**config.mk**
```make
export PLATFORM = sky130hd
export DESIGN_NAME = gray_position_ctrl_flat
export DESIGN_NICKNAME = d
export VERILOG_FILES = /design/src/rtl/gray_position_ctrl_pkg.sv /design/src/rtl/gray_position_ctrl_if.sv /design/src/rtl/gray_position_ctrl_step_counter.sv /design/src/rtl/gray_position_ctrl.sv /design/src/flat_wrapper.sv
export SDC_FILE = /design/constraint.sdc
export NUM_CORES = 1
export LEC_CHECK = 0
export ABC_CLOCK_PERIOD_IN_PS = 2300
export CAP_MARGIN = 0
export CELL_PAD_IN_SITES_DETAIL_PLACEMENT = 1
export CELL_PAD_IN_SITES_GLOBAL_PLACEMENT = 1
export CORE_MARGIN = 2
export CORE_UTILIZATION = 36
export CTS_CLUSTER_DIAMETER = 100
export CTS_CLUSTER_SIZE = 16
export DETAILED_ROUTE_END_ITERATION = 16
export HOLD_SLACK_MARGIN = 0.05
export PLACE_DENSITY_LB_ADDON = 0.25
export SYNTH_ARGS = -nofsm -noshare
export SYNTH_HDL_FRONTEND = slang
export SYNTH_HIERARCHICAL = 1
export SYNTH_SLANG_ARGS = --single-unit
```
**constraint.sdc**
```tcl
create_clock -name clk -period 2.3 [get_ports clk]
set_input_delay 0.46 -clock clk [delete_from_list [all_inputs] [get_ports clk]]
set_output_delay 0.46 -clock clk [all_outputs]
set_load 0.05 [all_outputs]
```
**src/rtl/gray_position_ctrl_pkg.sv**
```systemverilog
// Shared types and helpers for the Gray-code position controller.
// Holds the FSM state enum, Gray/binary conversions and the half-range helper.
package gray_position_pkg;

  typedef enum logic [1:0] {
    IDLE = 2'd0,
    MOVE = 2'd1,
    DONE = 2'd2
  } state_t;

  // Callers size-cast the 32-bit results down to their own width.
  function automatic logic [31:0] bin2gray(input logic [31:0] b);
    return b ^ (b >> 1);
  endfunction

  // Prefix XOR over the Gray word recovers the binary value.
  function automatic logic [31:0] gray2bin(input logic [31:0] g);
    logic [31:0] b;
    b = '0;
    for (int i = 0; i < 32; i++) begin
      b = b ^ (g >> i);
    end
    return b;
  endfunction

  // Half of the modular position space, 2^(w-1).
  function automatic int half_range(input int w);
    return 1 << (w - 1);
  endfunction

endpackage

```
**src/rtl/gray_position_ctrl_if.sv**
```systemverilog
// Command handshake and position output bundle for gray_position_ctrl.
// master: command source; slave: controller. abort exists only with
// GRAY_POSITION_CTRL_ABORT_EN defined.
interface gray_position_ctrl_if #(
  parameter int WIDTH = 4
);

  logic             cmd_valid;
  logic             cmd_ready;
  logic [WIDTH-1:0] cmd_target;
  logic [WIDTH-1:0] gray_out;
  logic             dir;
  logic             step;
  logic             busy;
  logic             done;
`ifdef GRAY_POSITION_CTRL_ABORT_EN
  logic             abort;

  modport master (
    output cmd_valid,
    output cmd_target,
    output abort,
    input  cmd_ready,
    input  gray_out,
    input  dir,
    input  step,
    input  busy,
    input  done
  );

  modport slave (
    input  cmd_valid,
    input  cmd_target,
    input  abort,
    output cmd_ready,
    output gray_out,
    output dir,
    output step,
    output busy,
    output done
  );
`else
  modport master (
    output cmd_valid,
    output cmd_target,
    input  cmd_ready,
    input  gray_out,
    input  dir,
    input  step,
    input  busy,
    input  done
  );

  modport slave (
    input  cmd_valid,
    input  cmd_target,
    output cmd_ready,
    output gray_out,
    output dir,
    output step,
    output busy,
    output done
  );
`endif

endinterface

```
**src/rtl/gray_position_ctrl_step_counter.sv**
```systemverilog
// Up/down Gray counter with a binary shadow register, modulo 2^WIDTH.
// Ports: clk, rst (sync, active-high), en, dir (1=up), gray_out (registered).
module gray_step_counter
  import gray_position_pkg::*;
#(
  parameter int WIDTH = 4
) (
  input  logic             clk,
  input  logic             rst,
  input  logic             en,
  input  logic             dir,
  output logic [WIDTH-1:0] gray_out
);

  logic [WIDTH-1:0] pos_q, pos_d;
  logic [WIDTH-1:0] gray_q, gray_d;

  always_comb begin
    pos_d = pos_q;
    if (en) begin
      pos_d = dir ? pos_q + 1'b1 : pos_q - 1'b1;
    end
    gray_d = WIDTH'(bin2gray(32'(pos_d)));
  end

  always_ff @(posedge clk) begin
    if (rst) begin
      pos_q  <= '0;
      gray_q <= '0;
    end else begin
      pos_q  <= pos_d;
      gray_q <= gray_d;
    end
  end

  assign gray_out = gray_q;

endmodule

```
**src/rtl/gray_position_ctrl.sv**
```systemverilog
// Sequences a Gray counter to a commanded position along the shorter path.
// Ports: clk, rst (sync, active-high), bus (slave: cmd handshake, gray_out,
// dir, step, busy, done). Macro GRAY_POSITION_CTRL_ABORT_EN adds bus.abort.
module gray_position_ctrl
  import gray_position_pkg::*;
#(
  parameter int WIDTH    = 4,
  parameter int STEP_DIV = 2
) (
  input  logic                 clk,
  input  logic                 rst,
  gray_position_ctrl_if.slave  bus
);

  localparam int HALF_RANGE = half_range(WIDTH);
  localparam int DIV_W      = (STEP_DIV > 1) ? $clog2(STEP_DIV) : 1;

  state_t           state_q, state_d;
  logic [WIDTH-1:0] target_q, target_d;
  logic             dir_q, dir_d;
  logic             step_q, step_d;
  logic [DIV_W-1:0] div_q, div_d;

  logic [WIDTH-1:0] gray;
  logic [WIDTH-1:0] pos;
  logic [WIDTH-1:0] next_pos;
  logic [WIDTH-1:0] up_dist;
  logic             fire;
  logic             abort_in;

`ifdef GRAY_POSITION_CTRL_ABORT_EN
  assign abort_in = bus.abort;
`else
  assign abort_in = 1'b0;
`endif

  // Position is recovered from the counter's registered Gray output so
  // there is a single source of truth for where the shaft is.
  assign pos = WIDTH'(gray2bin(32'(gray)));

  always_comb begin
    state_d  = state_q;
    target_d = target_q;
    dir_d    = dir_q;
    step_d   = 1'b0;
    div_d    = div_q;

    up_dist  = bus.cmd_target - pos;
    next_pos = dir_q ? pos + 1'b1 : pos - 1'b1;
    fire     = (state_q == MOVE) &&
               (div_q == DIV_W'(STEP_DIV - 1));

    unique case (state_q)
      IDLE: begin
        if (bus.cmd_valid) begin
          target_d = bus.cmd_target;
          if (up_dist == '0) begin
            state_d = DONE;
          end else begin
            // Exact half-range tie resolves upward.
            dir_d   = ({1'b0, up_dist} <=
                       (WIDTH+1)'(HALF_RANGE));
            div_d   = '0;
            state_d = MOVE;
          end
        end
      end
      MOVE: begin
        div_d = div_q + 1'b1;
        if (fire) begin
          div_d  = '0;
          step_d = 1'b1;
          if (next_pos == target_q) begin
            state_d = DONE;
          end
        end
        // A coincident step still lands; abort only ends the move.
        if (abort_in) begin
          state_d = DONE;
        end
      end
      DONE: begin
        state_d = IDLE;
      end
      default: begin
        state_d = IDLE;
      end
    endcase
  end

  always_ff @(posedge clk) begin
    if (rst) begin
      state_q  <= IDLE;
      target_q <= '0;
      dir_q    <= 1'b0;
      step_q   <= 1'b0;
      div_q    <= '0;
    end else begin
      state_q  <= state_d;
      target_q <= target_d;
      dir_q    <= dir_d;
      step_q   <= step_d;
      div_q    <= div_d;
    end
  end

  gray_step_counter #(
    .WIDTH (WIDTH)
  ) u_cnt (
    .clk      (clk),
    .rst      (rst),
    .en       (fire),
    .dir      (dir_q),
    .gray_out (gray)
  );

  assign bus.gray_out  = gray;
  assign bus.dir       = dir_q;
  assign bus.step      = step_q;
  assign bus.cmd_ready = (state_q == IDLE);
  assign bus.busy      = (state_q != IDLE);
  assign bus.done      = (state_q == DONE);

endmodule

```
**src/flat_wrapper.sv**
```systemverilog
// flat-port wrapper written by rule: the top's interface ports become plain ports
module gray_position_ctrl_flat import gray_position_pkg::*;
#(
  parameter int WIDTH    = 4,
  parameter int STEP_DIV = 2
)
  (clk, rst, bus_cmd_valid, bus_cmd_target, bus_cmd_ready, bus_gray_out, bus_dir, bus_step, bus_busy, bus_done);
  gray_position_ctrl_if #(.WIDTH(WIDTH)) bus_i ();
  input  logic clk;
  input  logic rst;
  input wire logic [$bits(bus_i.cmd_valid)-1:0] bus_cmd_valid;
  input wire logic [$bits(bus_i.cmd_target)-1:0] bus_cmd_target;
  output wire logic [$bits(bus_i.cmd_ready)-1:0] bus_cmd_ready;
  output wire logic [$bits(bus_i.gray_out)-1:0] bus_gray_out;
  output wire logic [$bits(bus_i.dir)-1:0] bus_dir;
  output wire logic [$bits(bus_i.step)-1:0] bus_step;
  output wire logic [$bits(bus_i.busy)-1:0] bus_busy;
  output wire logic [$bits(bus_i.done)-1:0] bus_done;
  assign bus_i.cmd_valid = bus_cmd_valid;
  assign bus_i.cmd_target = bus_cmd_target;
  assign bus_cmd_ready = bus_i.cmd_ready;
  assign bus_gray_out = bus_i.gray_out;
  assign bus_dir = bus_i.dir;
  assign bus_step = bus_i.step;
  assign bus_busy = bus_i.busy;
  assign bus_done = bus_i.done;
  gray_position_ctrl #(.WIDTH(WIDTH), .STEP_DIV(STEP_DIV)) u_core (.clk(clk), .rst(rst), .bus(bus_i));
endmodule
```
======== Word level (Yosys, flattened, before mapping) ========
Index checks and enable logic that the tools add are counted.
storage, ports and cells
  output and inout bits ................... 9
  bits of input ports ..................... 7
  register bits ........................... 17
  word-level logic and storage cells ...... 50
cells by class
  multiplexer cells ....................... 13
  bitwise operators ....................... 6
  add/sub/neg operators ................... 6
  reductions and logical operators ........ 10
  order comparisons ....................... 1
  equal/unequal tests ..................... 7
operator list
  cell                   number
  $mux W4                3
  $reduce_and A3 Y1      3
  $add A4 B1 Y4 const B  2
  $mux W2                4
  $sub A4 B1 Y4 const B  2
  $xor A4 B3 Y4          2
  $ne A2 B2 Y1 const B   3
  $eq A4 B4 Y1           1
  $le A4 B4 Y1 const B   1
  $logic_not A4 Y1       1
  $mux W1                4
  $pmux W2 S2            1
  $reduce_bool A2 Y1     2
  $sub A4 B4 Y4          1
  $xor A4 B1 Y4          1
  $xor A4 B2 Y4          1
  $eq A2 B1 Y1 const B   1
  $eq A2 B2 Y1 const B   1
  $logic_not A2 Y1       1
  $ne A2 B1 Y1 const B   1
  $not A1 Y1             2
  $pmux W1 S2            1
  $reduce_and A2 Y1      1
  $reduce_or A2 Y1       1
  2 further kinds        2

======== Longest topological paths before layout ========
  word-level depth ........................ 9
  gate-level depth with buffers ........... 12
  gate-level depth less buffers ........... 11

======== By module ========
The synthesis kept the hierarchy.
by module, submodules not included
  module              sequential area each (um^2)  instances  area each (um^2)  cells an instance
  gray_position_ctrl  180.2                        1          718.2             84
  gray_step_counter   140.1                        1          417.9             44

======== Worst setup path before layout ========
No wires, ideal clock.
  path type ............................... register to register
  start point ............................. reg u_core.u_cnt.gray_q[2] (netlist: u_core/u_cnt/gray_out[2])
  end point ............................... reg u_core.state_q[0]
  slack ................................... -0.316 ns
  arrival time ............................ 2.499 ns
  setup time .............................. 0.117 ns
  stages on the path, launching flop included .. 10
  cell sequence ........................... dfxtp_1 -> xor2_2 -> inv_2 -> xnor2_2 -> ha_1 -> or3b_2 -> a21oi_1 -> or4_1 -> o2111ai_1 -> a22o_1
between the ends
  word-level cells in the longest chain between the ends .. 8
ends and longest elaborated chain
  item                                                        RTL line                                            RTL
  start, declared                                             gray_position_ctrl_step_counter.sv:16               logic [WIDTH-1:0] gray_q, gray_d;
  start signal, assigned                                      gray_position_ctrl_step_counter.sv:32               gray_q <= gray_d;
  $xor A4 B3 Y4                                               gray_position_ctrl_pkg.sv:21                        b = b ^ (g >> i);
  $xor A4 B2 Y4 (*)                                           gray_position_ctrl_pkg.sv:21
  $xor A4 B1 Y4 (*)                                           gray_position_ctrl_pkg.sv:21
  $sub A4 B1 Y4 (tied with other cells)                       gray_position_ctrl.sv:49                            next_pos = dir_q ? pos + 1'b1 : pos - 1'b1;
  $mux W4 or $logic_not A4 Y1 (tied branches)                 gray_position_ctrl.sv:49, gray_position_ctrl.sv:57
  $eq A4 B4 Y1 or $mux W2 (tied branches)                     gray_position_ctrl.sv:73, gray_position_ctrl.sv:57
  $ne A2 B2 Y1 (no line) or $mux W2 (tied branches)           -
  $reduce_and A3 Y1 (no line) or $pmux W2 S2 (tied branches)  -
  end signal, assigned                                        gray_position_ctrl.sv:99                            state_q <= state_d;
  end, declared                                               gray_position_ctrl.sv:18                            state_t state_q, state_d;
Mark *: on every way between the ends. The rest lies on a longest branch, timed or not. The select of a mux whose other input is x is not followed.
A chain may end at the register's enable or synchronous reset.

==> impl_metrics.toml <==
[run_status]
status = "complete, no violations"

[run]
max_cap_viol_count = 0

[critical_path]
endpoint_kind = "register"
critical_path_class = "reg2reg"
cp-startpoint = "u_core/u_cnt/pos_q[3]"
cp_max_fo = 3
critPathRequiredTime_ns = 2.52
start_kind = "register"
critPathArrivalTime_ns = 2.50
reg2regPathDepth = 11
rr_startpoint = "u_core/u_cnt/pos_q[3]"

[synth]
synth_most_common_cell = "dfxtp_1"
synth_flop_cell = "dfxtp_1"
synthTopCellsByCount = "dfxtp_1, a21oi_1, nor2_1"
synth_area_leader_cell = "dfxtp_1"
ys_types = 44
post_synth_inst_count = 128
synth_area_leaders = "dfxtp_1, ha_1, xnor2_1"
yosysTopAreaCellShare = 0.282
netlist_area_mm2 = 0.00114
synth-edff-count = 0
postSynthNetCount = 143
async_reset_ff_frac = 0
ys_seq_elements = 16
syn_area_per_cell_um2 = 8.88
seq_area_frac_synth = 0.282
yosysWarnings = 6

[sta]
skew_ns = 0.00921
slew_headroom = 0.667
rsz0062_at_grt = "yes"
period_share = 0.991
worstMarginPinSlew_ns = 0.499
setup_viol = 0
hold_viol_final = 0
slew_viol_final = 0
fmax_mhz = 439
timing.final.ws_setup_ns = 0.0214
period_needed_ns = 2.28

[clock_tree]
clock_path_buffers = 2
cts_tree = "done"
cts_buffers = 3
cts_sinks = 16
root_buffer = "clkbuf_4"
cts.clk_slew.worst_paths_ns = 0.10
cts_setup_buffers = 0
clkLatencyLatePin_ns = 0.29
htree_num_levels = 1

[place]
post-place-ws_ns = -0.0184
hpwl_um = 2310
portBuffers = 15
place.gp.congestion = 0.830
dpl_cell_area_mm2 = 0.00143

[cells_and_area]
drive_above_1_share = 0.250
design_area_mm2 = 0.00152
n_antenna_cell = 0
n_fill_cell = 351
area_growth_pct = 34.1
nets = 168

[die]
core_area_mm2 = 0.00303
dieArea_mm2 = 0.00362
start_util = 0.375
die_y_um = 60.2
fp.dieW_um = 60.2
ios = 16
rows = 20

[detailed_routing]
post_drt_wl_per_cell_um = 14.6
dr.first_iter.drc_count = 44
ant_nets = 0
vias = 988
drc = 0
drt_first_pass_iters = 4
via_per_inst = 5.04
drt_wl_total_um = 2860

[grt]
grt_pass1_vias = 1077
grt_use_total = 0.183
antenna_found_initial = 0
grt.overflow.total = 0
grt_pass1_wl_um = 4870
grt_max_degree = 11

[power]
power.leakage_uw = 0.000583
power_density_mw_per_mm2 = 1210
peakVddDrop_uv = 435

[min_path]
hold-path-cell-count = 2
worstHoldPathType = "reg2reg"
min-delay-start = "u_core/target_q[3]"
## layer usage
layer	wire, um	track usage	vias up
met1	1250	0.212	472
met5	0	0	-
met4	17	0.0762	0
li1	-	-	501
met2	1510	0.317	13
met3	89	0.0476	2
## placed cells by master, fill, tap and decap left out, types with 2 or more instances in the layout
cell	n
a21oi_1	8
a21oi_2	3
and2_1	2
buf_4	9
clkbuf_4	3
clkdlybuf4s50_1	14
dfxtp_1	12
dfxtp_2	2
dfxtp_4	2
ha_1	5
ha_4	2
inv_1	9
inv_2	2
mux2i_1	2
nand2_1	8
nand2b_1	3
nand3_1	8
nand3b_1	3
nand4b_1	2
nor2_1	11
nor2b_1	3
o21a_1	2
o21ai_0	3
xnor2_1	6
xnor2_2	2
xnor2_4	2
## cell families after synthesis
kind of cell             share of synthesized area
flip-flops                                   0.282
AO/OA/AOI/OAI                                0.161
buffers and inverters                       0.0562
adder cells (fa/ha/maj)                     0.0947
XOR/XNOR                                     0.139
multiplexers                                0.0275
AND/OR/NAND/NOR                              0.240
## critical path, cell delays in order (launching register included)
cell,delay [ns]
dfxtp_4,0.37
xor2_4,0.18
inv_2,0.08
xnor2_4,0.21
inv_2,0.10
xnor2_4,0.21
ha_4,0.16
nand3b_1,0.15
a21oi_2,0.07
nand4b_1,0.24
buf_4,0.19
o32ai_2,0.22
## what timing repair did
action | CTS | global route
endpoints found under the setup margin | 0 | 4
hold buffers | 0 | 0
gates resized for setup | 0 | 11
## worst paths after layout
check | endpoint | slack (ns)
worst max-delay path | u_core/state_q[1] | 0.02
worst min-delay path | u_core/target_q[3] | 0.47
worst max register to register | u_core/state_q[1] | 0.02
worst min register to register | u_core/target_q[3] | 0.47
## metrics by stage
stage / hold slack (ns) / std cells / utilization / TNS [ns] / power, uW
2_1_floorplan: 0.437 / 128 / - / 0 / 1280
3_3_place_gp: 0.446 / 192 / 0.471 / 0 / 1530
3_5_place_dp: 0.460 / 192 / 0.471 / -0.0184 / 1580
4_1_cts: 0.468 / 196 / 0.483 / 0 / 1780
5_1_grt: 0.492 / 196 / 0.503 / -0.313 / 2000
6_report: 0.465 / 196 / 0.503 / 0 / 1850
## report_power, final
part,switching [uW],internal [uW]
logic,647,591
clock network,96.0,96.5
registers,82.3,335
total,825,1020
## sequential cells by signal, indices dropped and copies added, names as in the netlist
| register | cells |
|---|---|
| u_core/target_q | 4 |
| u_core/u_cnt/pos_q | 4 |
| u_core/u_cnt/gray_out | 3 |
| u_core/state_q | 2 |
| u_core/bus.dir | 1 |
| u_core/bus.step | 1 |
| u_core/div_q | 1 |
## layout make-up
class	count	area, um^2	area share
clock buffer	4	36.3	0.0238
tap	44	55.1	0.0361
multi-input combinational	98	853	0.560
sequential	16	330	0.217
timing repair buffer	23	208	0.136
inverter	11	41.3	0.0271
Power figures use the tool's default switching activity.
==> RTL change 1, RTL diff (same settings) <==
Make the reset (`rst`) asynchronous in 2 clocked blocks.
--- a/src/rtl/gray_position_ctrl_step_counter.sv
+++ b/src/rtl/gray_position_ctrl_step_counter.sv
@@ -23,7 +23,7 @@
     gray_d = WIDTH'(bin2gray(32'(pos_d)));
   end
 
-  always_ff @(posedge clk) begin
+  always_ff @(posedge clk or posedge rst) begin
     if (rst) begin
       pos_q  <= '0;
       gray_q <= '0;
--- a/src/rtl/gray_position_ctrl.sv
+++ b/src/rtl/gray_position_ctrl.sv
@@ -88,7 +88,7 @@
     endcase
   end
 
-  always_ff @(posedge clk) begin
+  always_ff @(posedge clk or posedge rst) begin
     if (rst) begin
       state_q  <= IDLE;
       target_q <= '0;
Behaviour: differs if rst is asserted again (counterexample within 4 cycles, from zero or initial values and one cycle with rst high); with rst held inactive, the same outputs for 10 cycles.
==> RTL change 1 against the unedited design <==
Largest cell class unchanged. Critical path type is now reg -> out. Cell area shrank 13%. Area after synthesis is 11% lower. Worst setup slack better by 91 ps. Cell count decreased by 21%. Worst hold slack got worse by 47 ps. Routed wire length decreased by 20%. Sequential cell count unchanged. Register-to-register slack improved by 110 ps.
Power is not shown: default switching activity piles up to over one toggle a cycle in this logic, so the estimate is an artifact.
==> RTL change 1: results (changes against the unedited design) <==
Run status: finished clean (unchanged)
Global-route wire length before repair: 4.02 mm (was 4.87 mm)
Overall Global Routing Usage: 16.0% (was 18.3%)
M1 wire length: 976 µm (was 1.25 mm)
Non-clk bufs: 20 (was 23)
Layout cell share with drive strength beyond 1: 21.1% (was 25.0%)
DR WL met3: 69 µm (was 89 µm)
Ys Warns: 6 (unchanged)
Fraction of area in multi-input gates: 46.4% (was 56.0%)
First DRT Iteration DRCs: 13 (was 44)
Final setup skew: 2.64 ps (was 9.21 ps)
Post-cts sizing count: 1 (was 0)
Multiplexer share of the synthesized area: 4.70% (was 2.75%)
Largest net degree at the start of global routing: 10 (was 11)
Total number of vias: 774 (was 988)
WP data arrival: 1730 ps (was 2500 ps)
Seq/Total Area, Yosys: 39.6% (was 28.2%)
GPL Wtd Cong: 0.772 (was 0.830)
Worst reg-to-reg setup slack: 130 ps (was 20 ps)
PortBufs: 15 (unchanged)
Ys flop type: dfrtp_1 (was dfxtp_1)
Critical path fanouts, max: 4 (was 3)
Detailed Place HPWL: 1.81 mm (was 2.31 mm)
Met2 Use GR: 28.4% (was 31.7%)
Syn nets: 115 (was 143)
Capturing point of the worst reg2reg path: u_core/state_q[0] (was u_core/state_q[1])
Nets: 139 (was 168)
CP max stage delay: 700 ps (was 370 ps)
Crit share post-route: 95.1% (was 99.1%)
Vias in the first global route: 861 (was 1077)
FILL cells: 313 (was 351)
Xor/xnor cell area share of the yosys netlist: 18.1% (was 13.9%)
Seq area share: 30.3% (was 21.7%)
Met1 usage: 19.9% (was 21.2%)
Reg2reg start: u_core/u_cnt/gray_out[3] (was u_core/u_cnt/pos_q[3])
Final sequential cell count: 16 (unchanged)
Non-clk buf share: 14.4% (was 13.6%)
Final WL: 2.29 mm (was 2.86 mm)
Commonest cells post-synth: 16 x dfrtp_1, 14 x xnor2_1, 11 x inv_1 (was 16 x dfxtp_1, 11 x a21oi_1, 11 x nor2_1)
CP top delay family: buffers and inverters (was XOR/XNOR gates)
Unique masters post-synth: 30 (was 44)
Worst Reg-to-Reg Cells: 10 (was 11)
Post-synthesis adder-cell area fraction: 10.6% (was 9.47%)
Asr flop ratio synth: 100% (was 0%)
Met3 Track Usage GR: 3.40% (was 4.76%)
Ranking of synthesized cells by area: dfrtp_1 40%, xnor2_1 12%, ha_1 8.7% (was dfxtp_1 28%, ha_1 7.7%, xnor2_1 6.2%)
Highest-delay cell along the critical path: clkdlybuf4s50_1 (was dfxtp_4)
Post-CTS Setup Bufs: 0 (unchanged)
Hold WC Path Type: in -> async (was reg -> reg)
Met2 Wirelength: 1.22 mm (was 1.51 mm)
Synth Area in Compound Gates: 9.41% (was 16.1%)
Worst slew pin tran: 523 ps (was 499 ps)
Clock buf/inv share: 2.75% (was 2.38%)
Place WS: -53.3 ps (was -18.4 ps)
Multi-input gates: 72 (was 98)
RTL change 1: worst max-delay path by stage:
stage                        end                      from  cells past startpoint
3_3_place_gp   u_core/state_q[0]  u_core/u_cnt/gray_out[2]                     11
2_1_floorplan  u_core/state_q[0]  u_core/u_cnt/gray_out[2]                     11
4_1_cts        u_core/state_q[0]  u_core/u_cnt/gray_out[2]                     11
6_report                bus_busy         u_core/state_q[0]                      3
5_1_grt        u_core/state_q[0]  u_core/u_cnt/gray_out[3]                     11
3_5_place_dp   u_core/state_q[0]  u_core/u_cnt/gray_out[2]                     11
RTL change 1: through the flow:
stage / TNS, ps / instance area [µm²] / hold WS (ps) / cells
floorplan: 0 / 1010 / 263 / 100
global placement: 0 / 1210 / 508 / 147
detailed placement: -79.3 / 1210 / 519 / 147
CTS: 0 / 1250 / 424 / 151
global route: 0 / 1320 / 438 / 154
finish: 0 / 1320 / 419 / 154
==> RTL change 2, RTL diff (same flow settings) <==
Made on the original files. `STEP_DIV` is set to 2 in 2 places; all go to 4.
--- a/src/rtl/gray_position_ctrl.sv
+++ b/src/rtl/gray_position_ctrl.sv
@@ -5,7 +5,7 @@
   import gray_position_pkg::*;
 #(
   parameter int WIDTH    = 4,
-  parameter int STEP_DIV = 2
+  parameter int STEP_DIV = 4
 ) (
   input  logic                 clk,
   input  logic                 rst,
--- a/src/flat_wrapper.sv
+++ b/src/flat_wrapper.sv
@@ -2,7 +2,7 @@
 module gray_position_ctrl_flat import gray_position_pkg::*;
 #(
   parameter int WIDTH    = 4,
-  parameter int STEP_DIV = 2
+  parameter int STEP_DIV = 4
 )
   (clk, rst, bus_cmd_valid, bus_cmd_target, bus_cmd_ready, bus_gray_out, bus_dir, bus_step, bus_busy, bus_done);
   gray_position_ctrl_if #(.WIDTH(WIDTH)) bus_i ();
Check against the original RTL: not equivalent (a bounded check fails within 4 cycles, from zero or initial values and one cycle with rst high).
==> RTL change 2 against the unedited design <==
The flow now finishes with violations (negative setup slack). Cell count increased by 3.6%. Area after synthesis increased by 0.11%. Critical path type unchanged. Global-route usage decreased by 0.85 points. Utilization increased by 0.58 points. Sequential cell count increased by 1. Fmax decreased by 5.2%. Highest routed layer unchanged. Routed wire length increased by 6.8%. Worst hold slack improved by 14 ps. Critical path depth decreased by 2. Cell area increased by 1.1%. Worst setup slack got worse by 130 ps.
Power is not compared: it rests on default switching activity, and its combinational part moved more than twofold at a synthesized area within 25%.
==> RTL change 2: results (changes against the unedited design) <==
Run status: finished, violations left (was finished clean)
Failing checks: negative setup slack
TNS Setup: -414 ps (was 0 ps)
Largest net degree at the start of global routing: 13 (was 11)
GPL Wtd Cong: 0.804 (was 0.830)
Asr flop ratio synth: 0% (unchanged)
Nets: 176 (was 168)
Worst slew pin tran: 504 ps (was 499 ps)
Inverters, non-clock: 11 (unchanged)
Post-synthesis adder-cell area fraction: 10.6% (was 9.47%)
Synth Area in Compound Gates: 18.5% (was 16.1%)
Highest-delay cell along the critical path: xnor3_2 (was dfxtp_4)
Detailed Place HPWL: 2.38 mm (was 2.31 mm)
Multi-input gates: 102 (was 98)
Multi-input logic area: 843 µm² (was 853 µm²)
Endpoints failing setup: 5 (was 0)
Global-route wire length before repair: 4.67 mm (was 4.87 mm)
Commonest cells post-synth: 17 x dfxtp_1, 15 x nand2_1, 11 x inv_1 (was 16 x dfxtp_1, 11 x a21oi_1, 11 x nor2_1)
Final setup skew: 2.75 ps (was 9.21 ps)
Overall Global Routing Usage: 17.5% (was 18.3%)
Syn nets: 149 (was 143)
Unique masters post-synth: 40 (was 44)
Vias/cell: 5.07 (was 5.04)
Vias in the first global route: 1037 (was 1077)
Multiplexer share of the synthesized area: 2.75% (about the same)
CP max stage delay: 510 ps (was 370 ps)
Power, Total: 0.000727 W
Layout cell share with drive strength beyond 1: 21.4% (was 25.0%)
Ranking of synthesized cells by area: dfxtp_1 30%, ha_1 8.8%, xnor2_1 6.2% (was dfxtp_1 28%, ha_1 7.7%, xnor2_1 6.2%)
Seq area share: 22.7% (was 21.7%)
Final sequential cell count: 17 (was 16)
First DRT Iteration DRCs: 32 (was 44)
Placed Area: 1410 µm² (was 1430 µm²)
FILL cells: 354 (was 351)
Seq/Total Area, Yosys: 29.9% (was 28.2%)
Post-route setup slack: -104 ps (was 21.4 ps)
Non-clk buf share: 14.6% (was 13.6%)
WP data arrival: 2640 ps (was 2500 ps)
Xor/xnor cell area share of the yosys netlist: 11.2% (was 13.9%)
Clock buf/inv share: 1.70% (was 2.38%)
Non-clk bufs: 25 (was 23)
Final WL: 3.06 mm (was 2.86 mm)
CP top delay family: XOR/XNOR gates (unchanged)
## RTL change 2: worst paths after layout
path | to | startpoint | cells past startpoint
setup / recovery | u_core/state_q[0] | u_core/u_cnt/gray_out[1] | 9
hold / removal | u_core/target_q[1] | u_core/target_q[1] | 2
setup reg to reg | u_core/state_q[0] | u_core/u_cnt/gray_out[1] | 9
hold reg to reg | u_core/target_q[1] | u_core/target_q[1] | 2
## RTL change 2: per-layer routing
metal	track usage, %	share of wire [%]
met1	20.1	41
met2	33.4	56
met3	1.95	1.5
met4	4.76	1.4
met5	0	0
## RTL change 2: per-stage QoR
stage          std cells  worst slack, ps  hold slack (ps)  util [%]
5_1_grt              203             -166              514      50.9
6_report             203             -104              479      50.9
3_5_place_dp         195             -144              471      46.5
2_1_floorplan        133            -54.8              445         -
4_1_cts              200            -51.0              487      48.3
3_3_place_gp         195            -38.8              461      46.5
## RTL change 2: timing repair
item	4_1_cts	5_1_grt
buffers inserted	1	3
resized for setup	5	9
pin swaps	2	4
setup endpoints to repair	5	5
